[src/rtl/keypad_item_entry_if.sv]
// Keypad-to-item-selection bundle: key presses in, issued item address and entry status out.
// The master side is the keypad scanner; the slave side is keypad_item_entry.
interface keypad_item_entry_if #(
  parameter int ITEM_ADDR_WIDTH = 10
);
  logic [3:0]                 key_code;
  logic                       key_valid;
  logic [ITEM_ADDR_WIDTH-1:0] item_select;
  logic                       item_select_valid;
  logic [2:0]                 digit_count;
  logic                       entry_busy;
  logic                       entry_error;

  modport master (
    output key_code,
    output key_valid,
    input  item_select,
    input  item_select_valid,
    input  digit_count,
    input  entry_busy,
    input  entry_error
  );

  modport slave (
    input  key_code,
    input  key_valid,
    output item_select,
    output item_select_valid,
    output digit_count,
    output entry_busy,
    output entry_error
  );
endinterface

[src/rtl/keypad_item_entry.sv]
// Collects decimal keypad digits into an item address and issues it as a one-cycle strobe.
// Handles clear, enter, inactivity timeout and out-of-range entries (LOCKOUT until CLEAR).
module keypad_item_entry #(
  parameter int ITEM_ADDR_WIDTH = 10,
  parameter int NUM_DIGITS      = 3,
  parameter int TIMEOUT_CYCLES  = 1000
) (
  input logic                clk,
  input logic                rstn,
  keypad_item_entry_if.slave bus
);

  localparam int ACC_W = ITEM_ADDR_WIDTH + 4;
  localparam int TMO_W = $clog2(TIMEOUT_CYCLES);

  typedef enum logic [1:0] {
    S_IDLE    = 2'd0,
    S_COLLECT = 2'd1,
    S_LOCKOUT = 2'd2
  } state_t;

  state_t                     state_q, state_d;
  logic [ACC_W-1:0]           acc_q, acc_d;
  logic [2:0]                 cnt_q, cnt_d;
  logic [TMO_W-1:0]           tmo_q, tmo_d;
  logic [ITEM_ADDR_WIDTH-1:0] sel_q, sel_d;
  logic                       sel_vld_q, sel_vld_d;
  logic                       busy_q, busy_d;
  logic                       err_q, err_d;

  logic                       is_digit_s;
  logic                       is_clear_s;
  logic                       is_enter_s;
  logic                       in_range_s;
  logic [ACC_W-1:0]           acc_next_s;

  // Next-state, accumulator and registered-output computation
  always_comb begin
    is_digit_s = bus.key_valid && (bus.key_code <= 4'd9);
    is_clear_s = bus.key_valid && (bus.key_code == 4'hA);
    is_enter_s = bus.key_valid && (bus.key_code == 4'hB);
    in_range_s = (acc_q[ACC_W-1:ITEM_ADDR_WIDTH] == 4'd0);
    acc_next_s = (acc_q * ACC_W'(10)) + ACC_W'(bus.key_code);

    state_d   = state_q;
    acc_d     = acc_q;
    cnt_d     = cnt_q;
    tmo_d     = tmo_q;
    sel_d     = sel_q;
    sel_vld_d = 1'b0;

    case (state_q)
      S_IDLE: begin
        if (is_digit_s) begin
          acc_d   = ACC_W'(bus.key_code);
          cnt_d   = 3'd1;
          tmo_d   = '0;
          state_d = S_COLLECT;
        end else begin
          state_d = S_IDLE;
        end
      end

      S_COLLECT: begin
        if (is_digit_s) begin
          if (cnt_q < 3'(NUM_DIGITS)) begin
            acc_d = acc_next_s;
            cnt_d = cnt_q + 3'd1;
            tmo_d = '0;
          end else begin
            tmo_d   = '0;
            state_d = S_LOCKOUT;
          end
        end else if (is_clear_s) begin
          acc_d   = '0;
          cnt_d   = 3'd0;
          tmo_d   = '0;
          state_d = S_IDLE;
        end else if (is_enter_s) begin
          // An out-of-range entry locks the panel and leaves the last issued address intact
          if (in_range_s) begin
            sel_d     = acc_q[ITEM_ADDR_WIDTH-1:0];
            sel_vld_d = 1'b1;
            acc_d     = '0;
            cnt_d     = 3'd0;
            tmo_d     = '0;
            state_d   = S_IDLE;
          end else begin
            tmo_d   = '0;
            state_d = S_LOCKOUT;
          end
        end else if (tmo_q == TMO_W'(TIMEOUT_CYCLES - 1)) begin
          acc_d   = '0;
          cnt_d   = 3'd0;
          tmo_d   = '0;
          state_d = S_IDLE;
        end else begin
          tmo_d = tmo_q + TMO_W'(1);
        end
      end

      S_LOCKOUT: begin
        if (is_clear_s) begin
          acc_d   = '0;
          cnt_d   = 3'd0;
          tmo_d   = '0;
          state_d = S_IDLE;
        end else begin
          state_d = S_LOCKOUT;
        end
      end

      default: begin
        acc_d   = '0;
        cnt_d   = 3'd0;
        tmo_d   = '0;
        state_d = S_IDLE;
      end
    endcase

    busy_d = (state_d == S_COLLECT);
    err_d  = (state_d == S_LOCKOUT);
  end

  // State and output registers with asynchronous active-low reset
  always_ff @(posedge clk or negedge rstn) begin
    if (!rstn) begin
      state_q   <= S_IDLE;
      acc_q     <= '0;
      cnt_q     <= 3'd0;
      tmo_q     <= '0;
      sel_q     <= '0;
      sel_vld_q <= 1'b0;
      busy_q    <= 1'b0;
      err_q     <= 1'b0;
    end else begin
      state_q   <= state_d;
      acc_q     <= acc_d;
      cnt_q     <= cnt_d;
      tmo_q     <= tmo_d;
      sel_q     <= sel_d;
      sel_vld_q <= sel_vld_d;
      busy_q    <= busy_d;
      err_q     <= err_d;
    end
  end

  assign bus.item_select       = sel_q;
  assign bus.item_select_valid = sel_vld_q;
  assign bus.digit_count       = cnt_q;
  assign bus.entry_busy        = busy_q;
  assign bus.entry_error       = err_q;

endmodule

[src/flat_wrapper.sv]
// flat-port wrapper written by rule: the top's interface ports become plain ports
module keypad_item_entry_flat 
#(
  parameter int ITEM_ADDR_WIDTH = 10,
  parameter int NUM_DIGITS      = 3,
  parameter int TIMEOUT_CYCLES  = 1000
)
  (clk, rstn, bus_key_code, bus_key_valid, bus_item_select, bus_item_select_valid, bus_digit_count, bus_entry_busy, bus_entry_error);
  keypad_item_entry_if #(.ITEM_ADDR_WIDTH(ITEM_ADDR_WIDTH)) bus_i ();
  input logic clk;
  input logic rstn;
  input wire logic [$bits(bus_i.key_code)-1:0] bus_key_code;
  input wire logic [$bits(bus_i.key_valid)-1:0] bus_key_valid;
  output wire logic [$bits(bus_i.item_select)-1:0] bus_item_select;
  output wire logic [$bits(bus_i.item_select_valid)-1:0] bus_item_select_valid;
  output wire logic [$bits(bus_i.digit_count)-1:0] bus_digit_count;
  output wire logic [$bits(bus_i.entry_busy)-1:0] bus_entry_busy;
  output wire logic [$bits(bus_i.entry_error)-1:0] bus_entry_error;
  assign bus_i.key_code = bus_key_code;
  assign bus_i.key_valid = bus_key_valid;
  assign bus_item_select = bus_i.item_select;
  assign bus_item_select_valid = bus_i.item_select_valid;
  assign bus_digit_count = bus_i.digit_count;
  assign bus_entry_busy = bus_i.entry_busy;
  assign bus_entry_error = bus_i.entry_error;
  keypad_item_entry #(.ITEM_ADDR_WIDTH(ITEM_ADDR_WIDTH), .NUM_DIGITS(NUM_DIGITS), .TIMEOUT_CYCLES(TIMEOUT_CYCLES)) u_core (.clk(clk), .rstn(rstn), .bus(bus_i));
endmodule
[config.mk]
export PLATFORM = sky130hd
export DESIGN_NAME = keypad_item_entry_flat
export DESIGN_NICKNAME = d
export VERILOG_FILES = /design/src/rtl/keypad_item_entry_if.sv /design/src/rtl/keypad_item_entry.sv /design/src/flat_wrapper.sv
export SDC_FILE = /design/constraint.sdc
export NUM_CORES = 1
export LEC_CHECK = 0
export CORE_ASPECT_RATIO = 1.4
export CORE_MARGIN = 2
export CORE_UTILIZATION = 35
export CTS_BUF_LIST = sky130_fd_sc_hd__clkbuf_8
export DETAILED_ROUTE_END_ITERATION = 12
export GPL_ROUTABILITY_DRIVEN = 0
export GPL_TIMING_DRIVEN = 0
export PLACE_DENSITY = 0.62
export SETUP_SLACK_MARGIN = 0.2
export SYNTH_ARGS = -nofsm -noshare
export SYNTH_HDL_FRONTEND = slang
export SYNTH_SLANG_ARGS = --single-unit
[constraint.sdc]
create_clock -name clk -period 4 [get_ports clk]
set_input_delay 0.8 -clock clk [delete_from_list [all_inputs] [get_ports clk]]
set_output_delay 0.8 -clock clk [all_outputs]
set_load 0.02 [all_outputs]
==> results of run 1 <==
==> synthesized netlist by cell type (2+ instances only) <==
cell	n	share of area, %
buf_2	2	0.38
ha_1	24	11
a211o_1	2	0.66
and3_1	6	1.4
clkbuf_1	4	0.57
o21ai_1	2	0.38
a221oi_1	2	0.66
nand3_1	10	1.9
inv_1	5	0.71
o21a_1	2	0.57
nand2b_1	4	0.95
mux2_1	3	1.3
a21o_1	5	1.4
xor2_1	5	1.7
o21ai_0	21	4.0
nor2_1	12	1.7
mux2_2	10	4.3
fa_1	2	1.5
nor2b_1	2	0.47
a221o_1	2	0.76
a22o_1	12	4.0
nand2_1	25	3.6
dfrtp_1	42	40
nor4_1	2	0.47
xnor2_1	14	4.6
a31oi_1	5	1.2
nand4_1	5	1.2
a21oi_1	10	1.9
nor3_1	6	1.1
and2_1	2	0.47
o311a_1	2	0.76
==> final timing paths <==
kind | depth (start not counted) | startpoint | slack, ps | to
setup / recovery | 9 | u_core.acc_q[1] | 830 | u_core.acc_q[12]
hold / removal | 1 | rstn | 420 | u_core.bus.item_select[3]
setup reg to reg | 9 | u_core.acc_q[1] | 830 | u_core.acc_q[12]
hold reg to reg | 1 | u_core.tmo_q[9] | 480 | u_core.tmo_q[9]
max in group asynchronous | 2 | rstn | 3100 | u_core.bus.digit_count[0]
min in group clk | 1 | u_core.tmo_q[9] | 480 | u_core.tmo_q[9]
==> registers in the layout (all words and copies together), names as in the netlist <==
register and count:
u_core.bus.entry_error 1, u_core.bus.item_select_valid 1, u_core.bus.entry_busy 1, u_core.bus.item_select 10
u_core.bus.digit_count 3, u_core.state_q 2, u_core.tmo_q 10, u_core.acc_q 14
==> stage by stage <==
stage / cells / power [mW] / util (%)
6_report: 391 / 2.07 / 42.5
3_5_place_dp: 383 / 1.76 / 41.0
4_1_cts: 391 / 2.09 / 42.5
2_1_floorplan: 263 / 1.43 / -
3_3_place_gp: 382 / 1.75 / 40.8
5_1_grt: 391 / 2.25 / 42.5
==> routing by layer <==
metal  vias to the layer above  routed length, um  track usage [%]
met5                         -                  0                0
met4                         0                 74             5.87
met3                         8                229             3.11
met2                        39               3140             28.0
met1                      1044               2460             18.5
li1                       1032                  -                -
==> power groups by stage <==
stage	logic [mW]	registers (mW)	clock network (mW)
4_1_cts	1.11	0.649	0.330
6_report	1.10	0.644	0.321
2_1_floorplan	0.745	0.690	0
3_5_place_dp	1.11	0.657	0
3_3_place_gp	1.09	0.654	0
5_1_grt	1.23	0.666	0.353
==> area by class of cell <==
type	instances	area, um^2	share of cell area, %
sequential	42	1050	33.8
buffer	8	40.0	1.29
clock buffer	8	110	3.54
inverter	5	18.8	0.604
timing repair buffer	23	235	7.57
tap	97	121	3.90
multi-input combinational	208	1530	49.3
==> kinds of logic after synthesis <==
| logic type | Yosys count |
|---|---|
| DFF | 42 |
| adders and majority gates | 26 |
| buffers and inverters | 13 |
| and+or+nand+nor | 78 |
| muxes | 13 |
| AOI/OAI and AO/OA | 72 |
| xor gates and xnor gates | 19 |
==> flow_summary.ini, run 1 <==
[power_and_ir_drop]
p_sw_uw = 866
power_frac_comb_pct = 53.4
seqPwrFrac_pct = 31.1
sw_frac_of_total_pct = 41.8
max-vdd-ir-drop_uv = 217
clkPwrFrac_pct = 15.5
internal-power_mw = 1.20
p_leak_nw = 1.50
p_per_area_mw_per_mm2 = 666

[final_layout]
syn2layout_area_growth_pct = 17.7
fill_cells = 774
final_cell_mix = 42 x dfrtp_1, 25 x nand2_1, 24 x ha_1
antenna_cells = 0
drive_gt1_share_pct = 8.50
fin_nets = 326
layout_commonest_cell = dfrtp_1
final_area_mm2 = 0.00311

[critical_path]
critical_path.top_delay_family = compound AO/OA/AOI/OAI gates
cp_num_buf_inv = 0
path_cells = ha_1 -> ha_1 -> fa_1 -> a21o_1 -> a221oi_1 -> xnor2_1 -> nand2_1 -> o311a_1 -> a221o_1
crit_arrival_ps = 3350
critPathRequiredTime_ps = 4180
path_max_fanout = 5
cpMaxStageDelayCell = dfrtp_1
path_common_cell = ha_1
critPathMaxStageDelay_ps = 450
critical_path_class = reg -> reg
crit_path_end_kind = flop
cp-start-kind = flop

[global_routing]
antenna_found_initial = 0
globalRoute.totalOverflow = 0
grt_usage_pct = 15.7
grt_start_max_net_pins = 28
grt_pass1_wl_mm = 10.4
grt_pass1_vias = 2234

[placement]
portBuffers = 22
post-place-ws_ps = 686
placed_area_mm2 = 0.00300
dp_hpwl_mm = 4.54

[floorplan]
die_area_mm2 = 0.00827
die_w_um = 77.4
die_h_um = 107
ios = 23
row_count = 37
start_util_pct = 36.1
core_mm2 = 0.00731

[hold_path]
hold_path.class = in -> async

[clock_tree]
htreeDepth = 2
clk_latency_ps = 300
root_buffer = clkbuf_8
tritoncts = done
clk_pin_slew_ps = 80
cts_hold_buf = 0
cts_sinks = 42
postCtsSetupBuffers = 0
cts-buffers-inserted = 5
cts_max_path_buffers = 2
cts_resized = 0

[sta]
slew_headroom_pct = 64.6
fin_skew_ps = 6.28
rsz0062_at_grt = no
hold_slack_ps = 418
setup_viol = 0
tightest_slew_ps = 531
final.period_utilization_pct = 79.2
hold_viol = 0
drv_slew = 0
min_period_ps = 3170
fin_setup_tns_ps = 0
max_freq_mhz = 316
setup_slack_ps = 831

[yosys]
syn_area_mm2 = 0.00264
ys_warn_count = 0
ys_types = 44
syn_inst = 263
synth-simple-area-share_pct = 14.6
synth_xor_area_share_pct = 6.30
synth_fa_ha_area_share_pct = 12.9
synth_mux_area_share_pct = 5.54
synth-async-reset-ratio_pct = 100
ys_ff_latch = 42
synth_ff_type = dfrtp_1
synth_top_family_by_area = compound AO/OA/AOI/OAI gates
synth_nets = 296
synth-compound-area-share_pct = 18.7
synth_enable_flop_cells = 0
syn_area_per_cell_um2 = 10.0
seq_area_frac_synth_pct = 39.8

[detailed_routing]
drt_iter0_drc = 146
ant_nets = 0
via_per_inst = 5.43
totalWireLength_mm = 5.91
vias = 2123
post-route-drc-count = 0
dr.pass1.iters = 4
wl_per_cell_um = 15.1

[outcome]
status = finished, final reports clean

[job]
cap_viol_max_count = 0
(Power assumes the default switching activity.)
==> run 2: changes to the inputs <==
==> constraint.sdc (replaced) <==
create_clock -name clk -period 3 [get_ports clk]
set_input_delay 0.6 -clock clk [delete_from_list [all_inputs] [get_ports clk]]
set_output_delay 0.6 -clock clk [all_outputs]
set_load 0.02 [all_outputs]
==> run 2 against run 1 <==
Effect of this change:
- largest power group unchanged
- first-iteration DRC count is 9.6% lower
- clock power rose by 18%
- clock skew about the same
- highest routed layer unchanged
- routed wire length rose by 5.1%
==> flow_summary.ini, run 2 (synthesized netlist as in run 1, its figures left out) <==
[outcome]
status = finished, final reports clean

[floorplan]
core_mm2 = 0.00731
row_count = 37
die_w_um = 77.4
die_h_um = 107
ios = 23
die_area_mm2 = 0.00827
start_util_pct = 36.1

[sta]
max_freq_mhz = 349
fin_setup_tns_ps = 0
tightest_slew_ps = 499
drv_slew = 0
rsz0062_at_grt = yes
setup_slack_ps = 133
fin_skew_ps = 6.23
setup_viol = 0
min_period_ps = 2870
hold_viol = 0
final.period_utilization_pct = 95.6
slew_headroom_pct = 66.7

[clock_tree]
clk_latency_ps = 290
clk_pin_slew_ps = 80
cts_sinks = 42
cts-buffers-inserted = 5
cts_hold_buf = 0
cts_max_path_buffers = 2
htreeDepth = 2
root_buffer = clkbuf_8
tritoncts = done

[final_layout]
layout_commonest_cell = dfrtp_1
drive_gt1_share_pct = 14.7
syn2layout_area_growth_pct = 22.7
largest-register = u_core.acc_q
final_area_mm2 = 0.00324
final_cell_mix = 41 x dfrtp_1, 25 x nand2_1, 21 x o21ai_0, 21 x clkdlybuf4s50_1, 20 x ha_1
seqCellArea_mm2 = 0.00105
multi_input_comb_area_mm2 = 0.00163
fin_cells = 397
largest_register_ffs = 14
fill_cells = 721
fin_nets = 332
antenna_cells = 0

[detailed_routing]
ant_nets = 0
totalWireLength_mm = 6.21
dr.pass1.iters = 4
wl_per_cell_um = 15.6
drt_iter0_drc = 132
post-route-drc-count = 0
via_per_inst = 5.40
vias = 2142

[placement]
placed_area_mm2 = 0.00301
dp_hpwl_mm = 4.50
place_inst = 383
post-place-ws_ps = -22.8
portBuffers = 22

[power_and_ir_drop]
max-vdd-ir-drop_uv = 321
p_per_area_mw_per_mm2 = 889
finalPower_mw = 2.88
p_leak_nw = 1.54

[global_routing]
globalRoute.totalOverflow = 0
grt_usage_pct = 16.0
grt_busiest_layer = met2
grt_pass1_vias = 2141
grt_pass1_wl_mm = 10.6
antenna_found_initial = 0
grtUsageMet2_pct = 28.2
grt_start_max_net_pins = 27
grt_use_met3_pct = 2.61
grt_util_met1_pct = 19.5

[critical_path]
path_max_fanout = 3
cp-start-kind = flop
rr_worst_depth = 9
crit_arrival_ps = 3050
crit_path_end_kind = flop
crit_start = u_core.acc_q[3]
critPathRequiredTime_ps = 3190
reg2reg_from = u_core.acc_q[3]
critical_path_class = reg -> reg

[job]
cap_viol_max_count = 0

[hold_path]
hold_path.class = in -> async
[run 2: metal layers]
layer / vias up / share of wire (%)
met3: 11 / 3.1
met2: 40 / 52
met1: 1038 / 42
met5: - / 0
li1: 1053 / -
met4: 0 / 2.0
[run 2: path summary, 6_finish.rpt]
kind	slack, ps	to
max	130	u_core.acc_q[13]
min	230	u_core.acc_q[4]
max reg2reg	130	u_core.acc_q[13]
min reg2reg	490	u_core.tmo_q[9]
max in group asynchronous	2310	u_core.tmo_q[2]
min in group clk	490	u_core.tmo_q[9]
[run 2: cell type report]
cell class	count	area share [%]
clock buffers	6	2.55
repair buffers	29	8.76
multi-input cells	208	50.4
flip-flops and latches	42	32.5
inverters	5	0.579
well taps	97	3.74
plain buffers	8	1.24
clock inverters	2	0.270
[run 2: power by group]
| group | switching, mW | total (mW) | internal [mW] |
|---|---|---|---|
| registers | 0.137 | 0.860 | 0.723 |
| logic | 0.902 | 1.64 | 0.739 |
| clock network | 0.197 | 0.379 | 0.183 |
| total | 1.24 | 2.88 | 1.65 |
[run 2: timing repair]
item / in CTS / in global routing
gates resized for setup: 3 / 12
buffers inserted: 3 / 3
pin swaps: 4 / 8
endpoints found under the setup margin: 3 / 4
gates cloned: 0 / 0
[run 2: worst max-delay path, stage by stage, from the launching register on]
cell	delay, ps
dfrtp_1	440
ha_4	240
ha_4	160
fa_2	380
a21o_1	240
a221oi_4	350
xnor2_2	190
nand3_1	130
o311a_1	370
a221o_1	260
[run 2: stage by stage]
| step | hold WS, ps | utilization (%) |
|---|---|---|
| finish | 226 | 44.3 |
| CTS | 231 | 42.8 |
| detailed placement | 466 | 41.1 |
| floorplan | 304 | - |
| global route | 242 | 44.3 |
| global placement | 465 | 40.9 |
